===== src/rtl/param_counter.sv =====
// Parameterised up/down counter with wrap, saturate and one-shot modes,
// a registered terminal-count pulse and a sticky overflow flag.
module param_counter #(
  parameter int WIDTH = 8,
  parameter int unsigned RESET_VAL = 0
) (
  input  logic             clk,
  input  logic             rst,
  input  logic             en,
  input  logic             load,
  input  logic [WIDTH-1:0] data,
  input  logic             up,
  input  logic [1:0]       mode,
  input  logic [WIDTH-1:0] limit,
  input  logic             clr_ovf,
  output logic [WIDTH-1:0] out,
  output logic             tc,
  output logic             ovf,
  output logic             busy
);

  typedef enum logic [1:0] {IDLE, RUN, DONE} state_t;

  localparam logic [WIDTH-1:0] ONE  = WIDTH'(1);
  localparam logic [WIDTH-1:0] ZERO = '0;

  state_t           state_q;
  state_t           state_d;
  logic [WIDTH-1:0] out_d;
  logic [WIDTH-1:0] step_val;
  logic [WIDTH-1:0] term_val;
  logic             tc_d;
  logic             ovf_set;
  logic             at_term;
  logic             wrap_mode;
  logic             one_shot;

  always_ff @(posedge clk or negedge rst) begin
    if (!rst) begin
      state_q <= IDLE;
    end else begin
      state_q <= state_d;
    end
  end

  // Next state and next count; load always wins over counting and never pulses tc.
  // Counting up, anything at or above limit is terminal so a lowered limit takes hold at once.
  always_comb begin
    state_d   = state_q;
    out_d     = out;
    tc_d      = 1'b0;
    ovf_set   = 1'b0;
    wrap_mode = (mode == 2'b00) || (mode == 2'b11);
    one_shot  = (mode == 2'b10);
    term_val  = up ? limit : ZERO;
    at_term   = up ? (out >= limit) : (out == ZERO);
    step_val  = up ? (out + ONE) : (out - ONE);
    if (load) begin
      out_d   = (data > limit) ? limit : data;
      state_d = RUN;
    end else if (state_q == RUN && en) begin
      if (at_term) begin
        ovf_set = 1'b1;
        if (wrap_mode) begin
          out_d = up ? ZERO : limit;
          tc_d  = 1'b1;
        end else begin
          out_d = term_val;
          if (one_shot) state_d = DONE;
        end
      end else begin
        out_d = step_val;
        if (!wrap_mode && step_val == term_val) begin
          tc_d = 1'b1;
          if (one_shot) state_d = DONE;
        end
      end
    end
  end

  // Sticky overflow: a new event on the same edge as a clear keeps the flag set.
  always_ff @(posedge clk or negedge rst) begin
    if (!rst) begin
      out <= WIDTH'(RESET_VAL);
      tc  <= 1'b0;
      ovf <= 1'b0;
    end else begin
      out <= out_d;
      tc  <= tc_d;
      ovf <= ovf_set | (ovf & ~clr_ovf);
    end
  end

  always_comb begin
    busy = (state_q == RUN);
  end

endmodule


===== config.mk =====
export PLATFORM = sky130hd
export DESIGN_NAME = param_counter
export DESIGN_NICKNAME = d
export VERILOG_FILES = /design/src/rtl/param_counter.sv
export SDC_FILE = /design/constraint.sdc
export NUM_CORES = 1
export LEC_CHECK = 0
export CORE_UTILIZATION = 30
export DETAILED_ROUTE_END_ITERATION = 16
export PLACE_DENSITY = 0.57
export SETUP_SLACK_MARGIN = 0.5
export SLEW_MARGIN = 40
export SYNTH_ARGS = -nofsm -noshare
export SYNTH_HDL_FRONTEND = slang
export SYNTH_SLANG_ARGS = --single-unit

===== constraint.sdc =====
create_clock -name clk -period 3.15 [get_ports clk]
set_clock_uncertainty 0.2 [all_clocks]
set_input_delay 0.945 -clock clk [delete_from_list [all_inputs] [get_ports clk]]
set_output_delay 0.945 -clock clk [all_outputs]
set_load 0.03 [all_outputs]

### Word-level counts from Yosys, hierarchy flattened

Cells that the tools add are included.

* memory bits (read-only): 0
* memories: 0
* latch bits: 0
* bits in writable memories: 0
* register bits after elaboration: 12
* output and inout port bits: 11

* muxes and demuxes: 23
* add/sub/neg operators: 2
* reduce and logical (&&, ||, !) cells: 9
* bitwise logic cells: 3
* div/mod/pow operators: 0
* equal/unequal tests: 5
* order comparisons: 2
* shifts and indexed selects: 0
* $mul: 0

Operator list (count)
* two-way mux 8 bit: 8
* two-way mux 2 bit: 6
* two-way mux 1 bit: 9
* adder 8 x 1 -> 8 bit (second input constant): 1
* equality test 8 bit: 1
* >= comparator 8 bit: 1
* greater-than comparator 8 bit: 1
* zero test 8 bit: 1
* subtractor 8 x 1 -> 8 bit (second input constant): 1
* equality test 2 bit (second input constant): 2
* inequality test 3 bit (second input constant): 1
* AND reduction 3 bit: 1
* nonzero test 3 bit: 1
* equality test 2 x 1 -> 1 bit (second input constant): 1
* logical AND 1 bit: 2
* zero test 2 bit: 1
* nonzero test 2 bit: 1
* bitwise AND 1 bit: 1
* zero test 1 bit: 1
* logical OR 1 bit: 1
* inverter 1 bit: 1
* OR 1 bit: 1

### Longest topological paths before layout

Gate-level depths: netlist of run 1.

* word-level depth: 8
* depth in mapped cells: 11

### Worst setup path before layout of run 1

OpenSTA, ideal clock, no wires.

* path kind: input -> register
* from: input port up
* to: register state_q[0]
* data arrival time: 3.001 ns
* library setup time: 0.065 ns
* stages on the path: 10
* required time: 2.885 ns
* path slack: -0.116 ns
* buffers on the path: 1
* path through: buf_2 inv_1 fa_1 a211oi_2 nor2_1 xnor2_1 and3_1 a211o_1 a2bb2oi_2 o22a_1

* word-level cells in the longest chain between the ends: 5
* elaborated cells on any way between the ends: 11

RTL lines
* from (decl): line 12 `input logic up,`
* two-way mux 8 bit (on tied branches): line 57, 55
* equality test 8 bit: line 73 `if (!wrap_mode && step_val == term_val) begin`
* logical AND 1 bit: line 73
* nonzero test 3 bit (no source line)
* AND reduction 3 bit (no source line)
* to (signal assigned): line 42 `state_q <= state_d;`
* to (decl): line 27 `state_t state_q;`

Several ways; a longest one is shown, not always the timed one. The select of a mux whose other input is x is not followed.
A chain may end at the register's enable or synchronous reset.

### Final worst setup path of run 1

Ends and elaborated chain as after synthesis.

==> results of run 1 <==
cell usage in the layout (no fill, tap or decap), types with 9 or more instances in the layout:
| master | Yosys | layout |
|---|---|---|
| buf_4 | 1 | 56 |
| buf_6 | 2 | 12 |
| clkdlybuf4s50_1 | 0 | 11 |
| dfrtp_1 | 12 | 11 |
| ha_4 | 0 | 16 |
| mux2i_1 | 11 | 9 |
| nand2_1 | 21 | 19 |
| nor2_1 | 14 | 10 |
metrics by stage:
stage / worst slack, ns / cells / util, % / TNS [ns] / hold WS (ns)
5_1_grt: 0.0724 / 378 / 56.9 / 0 / 0.326
6_report: 0.138 / 378 / 56.9 / 0 / 0.300
4_1_cts: 0.221 / 371 / 54.2 / 0 / 0.297
2_1_floorplan: -0.00582 / 207 / - / -0.00582 / 0.255
3_3_place_gp: -0.608 / 352 / 45.6 / -4.84 / 0.280
3_5_place_dp: -0.683 / 352 / 45.6 / -5.12 / 0.285
cell families after synthesis:
logic type                 count (synthesis)  share of synthesized area, %
AOI/OAI and AO/OA                         68                          29.3
DFF                                       12                          17.0
buffers and inverters                     21                          5.67
muxes                                     13                          7.52
adders and majority gates                 24                          17.4
xor gates and xnor gates                  12                          7.52
and+or+nand+nor                           57                          15.5
registers in the layout, indices dropped and copies added (netlist names):
name,flops
state_q,2
ovf,1
out,8
tc,1
layer usage:
metal,GRT usage [%],up-vias,share of wire (%)
met5,0,-,0
met4,7.04,0,1.5
met3,1.51,10,4.8
met2,38.1,67,51
met1,27.7,975,43
li1,-,973,-
power breakdown:
part | total (uW) | leakage, uW | internal, uW | switching (uW)
logic | 1170 | 0.00122 | 619 | 546
clock network | 173 | 0.0000288 | 111 | 61.8
registers | 244 | 0.000141 | 179 | 64.7
worst max-delay path, delay by kind of cell:
kind                     cells  cell delay (ns)
AO/OA/AOI/OAI                3             0.57
adder cells (fa/ha/maj)      1             0.23
buffers and inverters        3             0.38
AND/OR/NAND/NOR              4             0.81
final timing paths:
| path | slack, ns | end | cells after the start |
|---|---|---|---|
| setup / recovery | 0.14 | state_q[0] | 11 |
| hold / removal | 0.30 | state_q[1] | 1 |
| setup reg to reg | 0.51 | state_q[0] | 8 |
| hold reg to reg | 0.30 | state_q[1] | 1 |
| max in group asynchronous | 1.47 | out[0] | 1 |
| min in group asynchronous | 0.87 | ovf | 1 |
cells in the mapped netlist, drive strengths merged (2+ instances only):
cell type | instances | area, um^2
mux2 | 2 | 22.5
nand3 | 4 | 20.0
xnor3 | 2 | 45.0
nand4 | 3 | 18.8
o21a | 3 | 22.5
a21o | 2 | 15.0
o221a | 5 | 56.3
o22ai | 3 | 18.8
nand2 | 21 | 78.8
dfrtp | 12 | 300
o211ai | 2 | 20.0
nor4 | 2 | 12.5
o21bai | 2 | 15.0
inv | 15 | 56.3
ha | 23 | 288
buf | 5 | 40.0
o32a | 2 | 20.0
a31oi | 3 | 18.8
nor2b | 2 | 12.5
xor2 | 4 | 35.0
a211oi | 3 | 27.5
nor2 | 14 | 52.6
a221o | 2 | 20.0
xnor2 | 6 | 52.6
mux2i | 11 | 110
a21oi | 16 | 110
nor3 | 3 | 20.0
o21ai | 15 | 75.1
nor3b | 2 | 15.0
repair_timing:
item,CTS,global route
gates cloned,1,0
endpoints found under the setup margin,14,17
setup buffers,14,7
resized for setup,115,46
pin swaps,37,26
hold endpoints to repair,0,0
final cells by class:
type | instances | area, um^2
fill | 505 | 2400
multi-input combinational | 174 | 1790
timing repair buffer | 100 | 858
sequential | 12 | 302
tap | 72 | 90.1
inverter | 15 | 65.1
clock buffer | 4 | 55.1
timing repair inverter | 1 | 7.51
==> flow_summary.json, run 1 <==
{
  "status": "completed",
  "num_antenna_cells": 0,
  "post_route_cells_drive_above_1_share_pct": 53.9,
  "dieArea_um2": 6190,
  "max_stage_delay_ns": 0.31,
  "clock-sinks": 12,
  "ys_seq_area_share_pct": 17.0,
  "clockBufferDepth": 2,
  "rsz0062_at_grt": "yes",
  "initial_core_util_pct": 31.6,
  "syn-num-nets": 255,
  "p_leak_uw": 0.00139,
  "timing.rr.start": "out[1]",
  "syn_to_final_growth_pct": 79.7,
  "drv_cap": 0,
  "wl_per_cell_um": 17.0,
  "grt.overflow.total": 0,
  "path_max_fanout": 5,
  "p_per_area_nw_per_um2": 499,
  "port_buffers": 34,
  "synth_ff_type": "dfrtp_1",
  "nNetsFinal": 355,
  "path_class": "in -> reg",
  "die_x_um": 78.7,
  "ys.warnings.count": 0,
  "via_count": 2025,
  "avgSynthCellArea_um2": 8.52,
  "final_hold_viol_count": 0,
  "grt_max_degree": 13,
  "min_path_type": "reg -> reg",
  "final_cell_area_um2": 3170,
  "grt_pass1_wl_mm": 10.4,
  "final_antenna_net_count": 0,
  "relSlewSlack_pct": 61.4,
  "peakVddDrop_mv": 0.174,
  "root_buffer": "clkbuf_8",
  "crit_path_start": "up",
  "drcViolationCount": 0,
  "max_freq_mhz": 332,
  "synth_area_um2": 1760,
  "worst_ep_required_time_ns": 3.08,
  "cts_buffers": 3,
  "core_um2": 5570,
  "htree_levels": 1,
  "crit_chain": "buf_8, clkinvlp_4, buf_6, ha_4, and3b_2, nor3_2, a2111oi_2, nand4_1, nor3_4, a2bb2oi_2, o22a_1",
  "critPathLaunchType": "primary input",
  "drtIter0Drc": 102,
  "cts.clk_slew.worst_paths_ns": 0.05,
  "grt_usage_pct": 21.6,
  "synth_seq_cells": 12,
  "slew_viol_final": 0,
  "holdBufCountCts": 0,
  "worstSkewPairLatency_ns": 0.25,
  "min_period_over_period_pct": 95.6,
  "dr.pass1.iters": 4,
  "antenna_found_initial": 0,
  "placed_area_um2": 2540,
  "ioPinCount": 35,
  "syn_inst": 207,
  "synth_edf_count": 0,
  "vias_per_cell": 5.36,
  "crit_path_end_kind": "flop",
  "synth_cell_types": 57,
  "dp_hpwl_mm": 4.45,
  "tritoncts": "done",
  "timing.final.crit_period_ns": 3.01,
  "async_flop_share_pct": 100,
  "total_power_uw": 1580,
  "place_congestion": 0.820,
  "hold_path.startpoint": "state_q[1]",
  "wirelength_mm": 6.41,
  "cp_slowest_cell": "a2111oi_2",
  "std_cell_rows": 27,
  "fp.dieH_um": 78.7,
  "setup_violations": 0,
  "first_global_vias": 2077,
  "worst_pin_slew_ns": 0.577,
  "cp.arrival_ns": 2.94
}
No activity file was read; power rests on OpenSTA's default activity.
==> run 2, diff against run 1 <==
--- a/config.mk
+++ b/config.mk
@@ -5,9 +5,9 @@
 export SDC_FILE = /design/constraint.sdc
 export NUM_CORES = 1
 export LEC_CHECK = 0
-export CORE_UTILIZATION = 30
+export CORE_UTILIZATION = 25
 export DETAILED_ROUTE_END_ITERATION = 16
-export PLACE_DENSITY = 0.57
+export PLACE_DENSITY = 0.51
 export SETUP_SLACK_MARGIN = 0.5
 export SLEW_MARGIN = 40
 export SYNTH_ARGS = -nofsm -noshare
==> run 2 against run 1 <==
  * Sequential share of layout area is 0.079 points higher
  * Clock-buffer cell count unchanged
  * Die area increased by 19%
  * Cell area down 0.83%
  * Largest power group unchanged
==> flow_summary.json, run 2 (synthesized netlist as in run 1, its figures left out) <==
{
  "worstRegToRegCells": 8,
  "wirelength_mm": 6.03,
  "rsz0062_at_grt": "yes",
  "htree_levels": 1,
  "num_antenna_cells": 0,
  "first_global_vias": 2035,
  "wl_per_cell_um": 15.1,
  "crit_top_cell": "o21a_1",
  "drcViolationCount": 0,
  "worst_ep_required_time_ns": 3.08,
  "crit_chain": "buf_12, clkinvlp_4, buf_4, ha_4, o21a_1, o21a_1, a21oi_4, xnor3_1, nor3_2, a2bb2oi_2, o22a_1",
  "clockBufferDepth": 2,
  "worstHoldPathCells": 1,
  "slew_viol_final": 0,
  "dp_hpwl_mm": 4.55,
  "whs_endpoint": "state_q[0]",
  "grt.overflow.total": 0,
  "clock-sinks": 12,
  "root_buffer": "clkbuf_8",
  "cts.clk_slew.worst_paths_ns": 0.06,
  "fin_ws_ns": 0.229,
  "final_hold_viol_count": 0,
  "cp.arrival_ns": 2.85,
  "regArea_um2": 302,
  "path_class": "in -> reg",
  "p_per_area_nw_per_um2": 473,
  "setup_violations": 0,
  "final_antenna_net_count": 0,
  "die_x_um": 86.0,
  "nNetsFinal": 352,
  "multi_input_area_um2": 1740,
  "tritoncts": "done",
  "status": "completed",
  "regMostFlops": "out",
  "top_regs": "out x8, state_q x2",
  "crit_path_end_kind": "flop",
  "timing.rr.start": "out[1]",
  "post_route_cells_drive_above_1_share_pct": 52.1,
  "grt_usage_pct": 17.1,
  "worstSkewPairLatency_ns": 0.24,
  "place_congestion": 0.874,
  "grt_max_degree": 13,
  "hold_path.startpoint": "state_q[0]",
  "ioPinCount": 35,
  "max_freq_mhz": 342,
  "cp_slowest_cell": "nor3_2",
  "critPathLaunchType": "primary input",
  "min_path_type": "reg -> reg",
  "worst_pin_slew_ns": 0.569,
  "holdBufCountCts": 0,
  "dr.pass1.iters": 4,
  "min_period_over_period_pct": 92.7,
  "r2r_end": "state_q[0]",
  "port_buffers": 34,
  "largest_reg_flops": 8,
  "total_power_uw": 1490,
  "dp_slack_ns": -0.715,
  "dieArea_um2": 7400,
  "drv_cap": 0,
  "path_max_fanout": 7,
  "cts_buffers": 3,
  "via_count": 1979,
  "syn_to_final_growth_pct": 78.2,
  "final_common_cell": "buf_4",
  "core_um2": 6790,
  "p_leak_uw": 0.00135,
  "max_stage_delay_ns": 0.27,
  "std_cell_rows": 30,
  "relSlewSlack_pct": 61.9,
  "mostFrequentLayoutCells": "buf_4, nand2_1, buf_6, ha_4",
  "antenna_found_initial": 0,
  "fillCellCount": 672,
  "fp.dieH_um": 86.0,
  "drtIter0Drc": 62,
  "timing.final.crit_period_ns": 2.92,
  "r2r_slack_ns": 0.61,
  "vias_per_cell": 4.96,
  "grt_pass1_wl_mm": 9.91,
  "peakVddDrop_mv": 0.178,
  "initial_core_util_pct": 26.0
}
[run 2: changes by cell type in the layout (fill, tap and decap cells not counted), moves of 2 or more]
cell / before / now
buf_6: 12 / 16
o21ai_2: 6 / 2
buf_4: 56 / 53
clkbuf_2: 2 / 0
nand2_1: 19 / 17
nand2_2: 1 / 3
nor2_4: 2 / 0
o21ai_0: 3 / 5
o21ai_1: 5 / 7
[run 2: worst max path at each step]
stage               startpoint         end  depth (start not counted)  slack, ns
finish                      up  state_q[0]                         11       0.23
global route                up  state_q[0]                         10        0.1
CTS                         up  state_q[1]                         10       0.21
detailed placement          up  state_q[1]                         10      -0.72
global placement            up  state_q[0]                         10      -0.66
floorplan                   up  state_q[0]                         10     -0.006
[run 2: final cells by class]
| type | count | share of cell area [%] |
|---|---|---|
| Inverter | 15 | 2.15 |
| Multi-Input combinational cell | 174 | 55.4 |
| Tap cell | 96 | 3.82 |
| Sequential cell | 12 | 9.59 |
| Timing Repair inverter | 1 | 0.239 |
| Clock buffer | 4 | 1.75 |
| Timing Repair Buffer | 97 | 27.1 |
[run 2: power by group]
part           leakage, uW  internal [uW]  switching, uW
Combinational      0.00118            583            498
Clock            0.0000288            110           56.4
Sequential        0.000141            179           61.0
Total              0.00135            873            615
[run 2: worst max-delay path, delay by kind of cell]
family,cells,cell delay (ns)
AOI/OAI and AO/OA,5,0.73
adders and majority gates,1,0.26
and+or+nand+nor,1,0.27
buffers and inverters,3,0.40
xor gates and xnor gates,1,0.24
[run 2: metrics by stage]
stage | instance area [um^2] | utilization [%] | instances | setup TNS (ns) | hold slack, ns
after CTS | 3000 | 44.1 | 398 | 0 | 0.296
final | 3140 | 46.3 | 399 | 0 | 0.300
after detailed placement | 2570 | 37.8 | 376 | -5.22 | 0.283
after global routing | 3140 | 46.3 | 399 | 0 | 0.323
after global placement | 2570 | 37.8 | 376 | -4.87 | 0.278
after floorplan | 1830 | - | 207 | -0.00582 | 0.255
[run 2: per-layer routing]
metal,share of wire (%),up-vias,GRT usage (%)
li1,-,968,-
met5,0,-,0
met4,2.0,0,5.61
met2,49,48,29.1
met3,3.1,9,1.15
met1,46,954,22.8
[run 2: repair_timing]
action | 4_1_cts | 5_1_grt
setup endpoints to repair | 14 | 15
resized for setup | 129 | 34
pin swaps | 35 | 15
hold endpoints to repair | 0 | 0
buffers inserted | 17 | 1
gates cloned | 1 | 0
